`src/rtl/wb_pkg.sv`:
```
// Shared definitions for the write-back stage: load funct3 encodings,
// FSM states and the link-address offset used by jal/jalr.
package wb_pkg;

    localparam logic [2:0] F3_LB  = 3'b000;
    localparam logic [2:0] F3_LH  = 3'b001;
    localparam logic [2:0] F3_LW  = 3'b010;
    localparam logic [2:0] F3_LD  = 3'b011;
    localparam logic [2:0] F3_LBU = 3'b100;
    localparam logic [2:0] F3_LHU = 3'b101;
    localparam logic [2:0] F3_LWU = 3'b110;

    localparam int LINK_OFFSET = 4;

    typedef enum logic {
        IDLE     = 1'b0,
        WAIT_MEM = 1'b1
    } state_t;

endpackage

```
`src/rtl/wb_load_align.sv`:
```
// Combinational load aligner: picks the addressed byte/half/word/double out of
// an aligned memory word, extends it, and flags misaligned or illegal loads.
module wb_load_align
    import wb_pkg::*;
#(
    parameter int XLEN = 32,
    localparam int OFF_W = $clog2(XLEN / 8)
) (
    input  logic [XLEN-1:0]  rdata,
    input  logic [2:0]       funct3,
    input  logic [OFF_W-1:0] offset,
    output logic [XLEN-1:0]  data,
    output logic             misaligned
);

    logic [XLEN-1:0] shifted;

    always_comb begin
        // Bring the addressed bytes down to bit 0 so every size reads from the LSBs.
        shifted    = rdata >> {offset, 3'b000};
        data       = '0;
        misaligned = 1'b0;
        case (funct3)
            F3_LB:  data = XLEN'($signed(shifted[7:0]));
            F3_LBU: data = XLEN'(shifted[7:0]);
            F3_LH: begin
                misaligned = offset[0];
                data       = XLEN'($signed(shifted[15:0]));
            end
            F3_LHU: begin
                misaligned = offset[0];
                data       = XLEN'(shifted[15:0]);
            end
            F3_LW: begin
                misaligned = (offset[1:0] != 2'b00);
                data       = XLEN'($signed(shifted[31:0]));
            end
            F3_LWU: begin
                if (XLEN == 64) begin
                    misaligned = (offset[1:0] != 2'b00);
                    data       = XLEN'(shifted[31:0]);
                end else begin
                    misaligned = 1'b1;
                end
            end
            F3_LD: begin
                if (XLEN == 64) begin
                    misaligned = (offset != '0);
                    data       = rdata;
                end else begin
                    misaligned = 1'b1;
                end
            end
            default: misaligned = 1'b1;
        endcase
    end

endmodule

```
`src/rtl/wb_stage_p.sv`:
```
// Write-back pipeline stage: registers ALU/link results into the register file
// and waits for memory responses on loads, counting retired instructions.
module wb_stage_p
    import wb_pkg::*;
#(
    parameter int XLEN  = 32,
    parameter int RA_W  = 5,
    parameter int CNT_W = 32,
    localparam int OFF_W = $clog2(XLEN / 8)
) (
    input  logic              clk,
    input  logic              rst_n,
    input  logic              in_valid,
    output logic              in_ready,
    input  logic              in_regwrite,
    input  logic              in_memtoreg,
    input  logic              in_jal,
    input  logic              in_jalr,
    input  logic [2:0]        in_funct3,
    input  logic [OFF_W-1:0]  in_addr_lo,
    input  logic [XLEN-1:0]   in_pc,
    input  logic [RA_W-1:0]   in_rd,
    input  logic [XLEN-1:0]   in_alu,
    input  logic              mem_rvalid,
    input  logic [XLEN-1:0]   mem_rdata,
    output logic              rf_we,
    output logic [RA_W-1:0]   rf_waddr,
    output logic [XLEN-1:0]   rf_wdata,
    output logic              misalign_err,
    output logic [CNT_W-1:0]  retire_cnt
);

    state_t           state;
    state_t           next_state;
    logic [RA_W-1:0]  lat_rd;
    logic             lat_regwrite;
    logic [2:0]       lat_funct3;
    logic [OFF_W-1:0] lat_offset;
    logic             accept;
    logic             load_done;
    logic [2:0]       sel_funct3;
    logic [OFF_W-1:0] sel_offset;
    logic [XLEN-1:0]  load_data;
    logic             load_misaligned;

    assign in_ready  = rst_n && (state == IDLE);
    assign accept    = in_valid && in_ready;
    assign load_done = (state == WAIT_MEM) && mem_rvalid;

    // One aligner serves both the accept-time alignment check and the data path.
    assign sel_funct3 = (state == WAIT_MEM) ? lat_funct3 : in_funct3;
    assign sel_offset = (state == WAIT_MEM) ? lat_offset : in_addr_lo;

    wb_load_align #(.XLEN(XLEN)) u_align (
        .rdata      (mem_rdata),
        .funct3     (sel_funct3),
        .offset     (sel_offset),
        .data       (load_data),
        .misaligned (load_misaligned)
    );

    always_comb begin
        next_state = state;
        case (state)
            IDLE:     if (accept && in_memtoreg && !load_misaligned) next_state = WAIT_MEM;
            WAIT_MEM: if (mem_rvalid) next_state = IDLE;
            default:  next_state = IDLE;
        endcase
    end

    always_ff @(posedge clk) begin
        if (!rst_n) begin
            state        <= IDLE;
            rf_we        <= 1'b0;
            rf_waddr     <= '0;
            rf_wdata     <= '0;
            misalign_err <= 1'b0;
            retire_cnt   <= '0;
            lat_rd       <= '0;
            lat_regwrite <= 1'b0;
            lat_funct3   <= '0;
            lat_offset   <= '0;
        end else begin
            state        <= next_state;
            rf_we        <= 1'b0;
            misalign_err <= 1'b0;
            if (accept && !in_memtoreg) begin
                rf_we      <= in_regwrite && (in_rd != '0);
                retire_cnt <= retire_cnt + CNT_W'(1);
                if (in_regwrite && (in_rd != '0)) begin
                    rf_waddr <= in_rd;
                    rf_wdata <= (in_jal || in_jalr) ? in_pc + XLEN'(LINK_OFFSET) : in_alu;
                end
            end else if (accept && load_misaligned) begin
                misalign_err <= 1'b1;
            end else if (accept) begin
                lat_rd       <= in_rd;
                lat_regwrite <= in_regwrite;
                lat_funct3   <= in_funct3;
                lat_offset   <= in_addr_lo;
            end else if (load_done) begin
                rf_we      <= lat_regwrite && (lat_rd != '0);
                retire_cnt <= retire_cnt + CNT_W'(1);
                if (lat_regwrite && (lat_rd != '0)) begin
                    rf_waddr <= lat_rd;
                    rf_wdata <= load_data;
                end
            end
        end
    end

endmodule
```
`config.mk`:
```
export PLATFORM = sky130hd
export DESIGN_NAME = wb_stage_p
export DESIGN_NICKNAME = d
export VERILOG_FILES = /design/src/rtl/wb_pkg.sv /design/src/rtl/wb_load_align.sv /design/src/rtl/wb_stage_p.sv
export SDC_FILE = /design/constraint.sdc
export NUM_CORES = 1
export LEC_CHECK = 0
export CAP_MARGIN = 25
export CELL_PAD_IN_SITES_DETAIL_PLACEMENT = 0
export CELL_PAD_IN_SITES_GLOBAL_PLACEMENT = 2
export CORE_ASPECT_RATIO = 1.75
export CORE_UTILIZATION = 30
export CTS_CLUSTER_SIZE = 12
export DETAILED_ROUTE_END_ITERATION = 8
export DONT_BUFFER_PORTS = 1
export GPL_ROUTABILITY_DRIVEN = 0
export HOLD_SLACK_MARGIN = 0.06
export PLACE_DENSITY_LB_ADDON = 0.2
export SLEW_MARGIN = 20
export SYNTH_ARGS = -nofsm -noshare
export SYNTH_HDL_FRONTEND = slang
export SYNTH_SLANG_ARGS = --single-unit
```
`constraint.sdc`:
```
create_clock -name clk -period 3.3 [get_ports clk]
set_input_delay 0.165 -clock clk [delete_from_list [all_inputs] [get_ports clk]]
set_output_delay 0.165 -clock clk [all_outputs]
set_load 0.02 [all_outputs]
```
==> metrics.yaml <==
outcome:
  status: "complete, no violations"
timing:
  final-max-slew-violation-count: 0
  holdWs_ps: 67.2
  finClkSkew_ps: 5.34
  fin_crit_ps: 2950
  min_period_over_period_pct: 89.5
  worstMarginPinSlew_ps: 836
  setup_viol_count_final: 0
  setup-tns-final_ps: 0
  final_hold_viol_count: 0
  max_slew_margin_pct: 44.2
  grt_setup_unrepaired: "no"
  fmax_mhz: 339
worst_setup_path:
  cp_top_family: "multiplexers"
  max_stage_delay_ps: 820
  r2r-end: "rf_wdata[4]$_SDFFE_PN0P_"
  crit_path_start: "state$_SDFF_PN0_"
  reg2reg_depth: 7
  worstPathMaxFanout: 20
  reg2reg_from: "state$_SDFF_PN0_"
  crit_chain: "mux2i_4, buf_4, mux2_2, nand2_1, o21ai_0, a221oi_1, nor3_1"
  crit_cells: 7
  cp.arrival_ps: 3160
  crit_end: "rf_wdata[4]$_SDFFE_PN0P_"
  path_class: "register to register"
  ff2ff_setup_slack_ps: 350
  startpoint_type: "register"
  crit_buf_inv: 1
  crit_path_end_kind: "register"
  cp.required_ps: 3500
  slowest_stage: "dfxtp_1"
detailed_routing:
  drtIter0Drc: 183
  ant_nets: 0
  wl_met2_um: 11400
  viasPerCell: 5.42
  vias: 4746
  route.met3.wl_um: 1200
  dr.pass1.iters: 4
  maxUsedRoutingLayer: "met4"
  wl_per_cell_um: 22.4
  wl_met1_um: 6440
  drc: 0
  routed_wirelength_um: 19600
logic_synthesis:
  synth_simple_gate_area_share_pct: 25.8
  synth_top_family_by_area: "simple AND/OR/NAND/NOR gates"
  yosys.area_share.adder_pct: 0.489
  synth_edf_count: 0
  synthArstFlopShare_pct: 0
  yosysWarnings: 0
  syn_nets: 759
  synth_seq_cells: 83
  seq_area_frac_synth_pct: 32.5
  yosys-top-cells-area: "dfxtp_1 (33%), nor2_1 (7.0%), xor2_1 (5.5%), o21ai_0 (5.1%), mux2i_1 (4.9%)"
  synth_top_cell_by_area: "dfxtp_1"
  synth_area_mm2: 0.00511
  synth_top_area_share_pct: 32.5
  ys.flop_type: "dfxtp_1"
  synth_xor_area_share_pct: 9.77
  synth.distinct_cells: 57
  synth_compound_area_share_pct: 18.2
  syn_avg_cell_area_um2: 7.95
  synthCells: 643
  synth_mux_area_share_pct: 9.35
clocking:
  cts-root-buf: "clkbuf_16"
  insertion_delay_ps: 340
  cts_max_level: 3
  cts_tree: "built"
  cts_sinks: 83
  post_cts_buffers: 0
  cts.clk_slew.worst_paths_ps: 60
  clockBufferDepth: 2
  cts_made_buffers: 9
finish:
  antenna_cells: 0
  area_growth_pct: 12.8
  nets: 762
  regArea_mm2: 0.00166
  n_fill_cell: 1808
  stdcell_area_mm2: 0.00577
  multi_input_area_mm2: 0.00325
  drive_gt1_share_pct: 8.76
die:
  start_util_pct: 30.9
  dieHeight_um: 175
  die_area_mm2: 0.0176
  die_w_um: 101
  ios: 186
  rows: 62
  core-area_mm2: 0.0165
power:
  p_sw_mw: 0.671
  intPower_mw: 1.66
  switching_share_pct: 28.8
  power_density_mw_per_mm2: 403
  sequentialPowerShare_pct: 45.7
  irDropWorstVdd_v: 0.000189
  combPwrFrac_pct: 13.4
  leakage_nw: 2.08
  clockPowerShare_pct: 40.9
placement:
  post-dp-hpwl_um: 15400
  numPortBuffers: 0
  placed_area_mm2: 0.00531
global_route:
  grt_max_degree: 57
  antenna_found_initial: 0
  track_usage_pct: 22.4
  grt-ovfl-total: 0
  first_global_vias: 4861
  grt_first_pass_wirelength_um: 28900
min_path:
  min_path_type: "input port to register"
run:
  cap_viol_max_count: 0
-- layer usage --
metal  track usage (%)  up-vias
met5                 0        -
met4              8.09        0
met3              5.68       25
met2              45.8      165
met1              20.2     2250
li1                  -     2306
-- cell usage after synthesis (7+ instances only) --
| cell | count |
|---|---|
| a221oi_1 | 12 |
| mux2_2 | 15 |
| nor2_1 | 96 |
| a21oi_1 | 21 |
| buf_2 | 9 |
| xor2_1 | 32 |
| nand4_1 | 14 |
| o21ai_0 | 52 |
| a22oi_1 | 7 |
| mux2i_1 | 25 |
| xnor2_1 | 25 |
| dfxtp_1 | 83 |
| and3_1 | 7 |
| a31oi_1 | 11 |
| nor3_1 | 20 |
| and2_1 | 11 |
| clkbuf_1 | 23 |
| nand3_1 | 29 |
| o21ai_1 | 11 |
| nand2_1 | 59 |
-- cell usage in the layout, fill, tap and decap left out, types with 7 or more instances in the layout --
master          n
xnor2_1        25
clkbuf_16       9
o21ai_0        52
a221oi_1       12
nor3_1         20
a22oi_1         7
mux2i_1        25
and3_1          7
nand2_1        59
nand3_1        29
and2_1         11
mux2_2         15
buf_4          12
dlygate4sd3_1  17
xor2_1         32
a21oi_1        21
a31oi_1        11
dfxtp_1        83
o21ai_1        11
nand4_1        14
nor2_1         96
-- power groups by stage --
stage	Combinational, mW	Sequential, mW	Clock, mW
2_1_floorplan	0.214	1.08	0
3_3_place_gp	0.284	1.09	0
3_5_place_dp	0.286	1.09	0
4_1_cts	0.311	1.06	0.981
5_1_grt	0.338	1.07	1.03
6_report	0.311	1.06	0.952
-- repair_timing --
item                      CTS  global route
hold buffers               17             0
gates resized for setup     0             0
hold endpoints to repair   44             0
-- cell type report --
type                       count  share of cell area (%)
clock buffer                   9                    3.90
timing repair buffer          30                    4.77
multi-input combinational    516                    56.4
tap                          224                    4.86
clock inverter                 7                   0.911
sequential                    83                    28.8
inverter                       6                   0.390
-- cells by family (layout without fill, tap and decap cells) --
kind of cell | after synthesis | after routing
muxes | 44 | 44
xor gates and xnor gates | 57 | 57
DFF | 83 | 83
AOI/OAI and AO/OA | 145 | 145
buffers and inverters | 44 | 52
and+or+nand+nor | 268 | 268
adders and majority gates | 2 | 2
-- through the flow --
| step | power, mW | cells | util (%) | setup WS, ps |
|---|---|---|---|---|
| 2_1_floorplan | 1.29 | 643 | - | 1230 |
| 3_3_place_gp | 1.37 | 841 | 32.1 | 372 |
| 3_5_place_dp | 1.37 | 841 | 32.1 | 353 |
| 4_1_cts | 2.36 | 874 | 34.8 | 330 |
| 5_1_grt | 2.43 | 875 | 34.9 | 190 |
| 6_report | 2.33 | 875 | 34.9 | 348 |
-- worst register-to-register path, stage by stage (launching register included) --
cell and delay (ps):
dfxtp_1 820, mux2i_4 520, buf_4 280, mux2_2 360
nand2_1 80, o21ai_0 230, a221oi_1 450, nor3_1 70
-- worst min-delay path by stage --
| stage | start | endpoint | slack [ps] | cells past startpoint |
|---|---|---|---|---|
| 6_report | in_alu[24] | rf_wdata[24]$_SDFFE_PN0P_ | 70 | 2 |
| 5_1_grt | in_pc[31] | rf_wdata[31]$_SDFFE_PN0P_ | 70 | 3 |
| 4_1_cts | in_alu[24] | rf_wdata[24]$_SDFFE_PN0P_ | 60 | 2 |
| 3_5_place_dp | rst_n | retire_cnt[30]$_SDFFE_PN0P_ | 290 | 1 |
| 3_3_place_gp | rst_n | retire_cnt[12]$_SDFFE_PN0P_ | 290 | 1 |
| 2_1_floorplan | in_valid | misalign_err$_SDFF_PP0_ | 310 | 2 |
-- registers in the layout, indices dropped and copies added (netlist names) --
name	cells
lat_funct3	3
lat_offset	2
lat_rd	5
lat_regwrite	1
misalign_err	1
retire_cnt	32
rf_waddr	5
rf_wdata	32
rf_we	1
state	1
(Power assumes the default switching activity.)
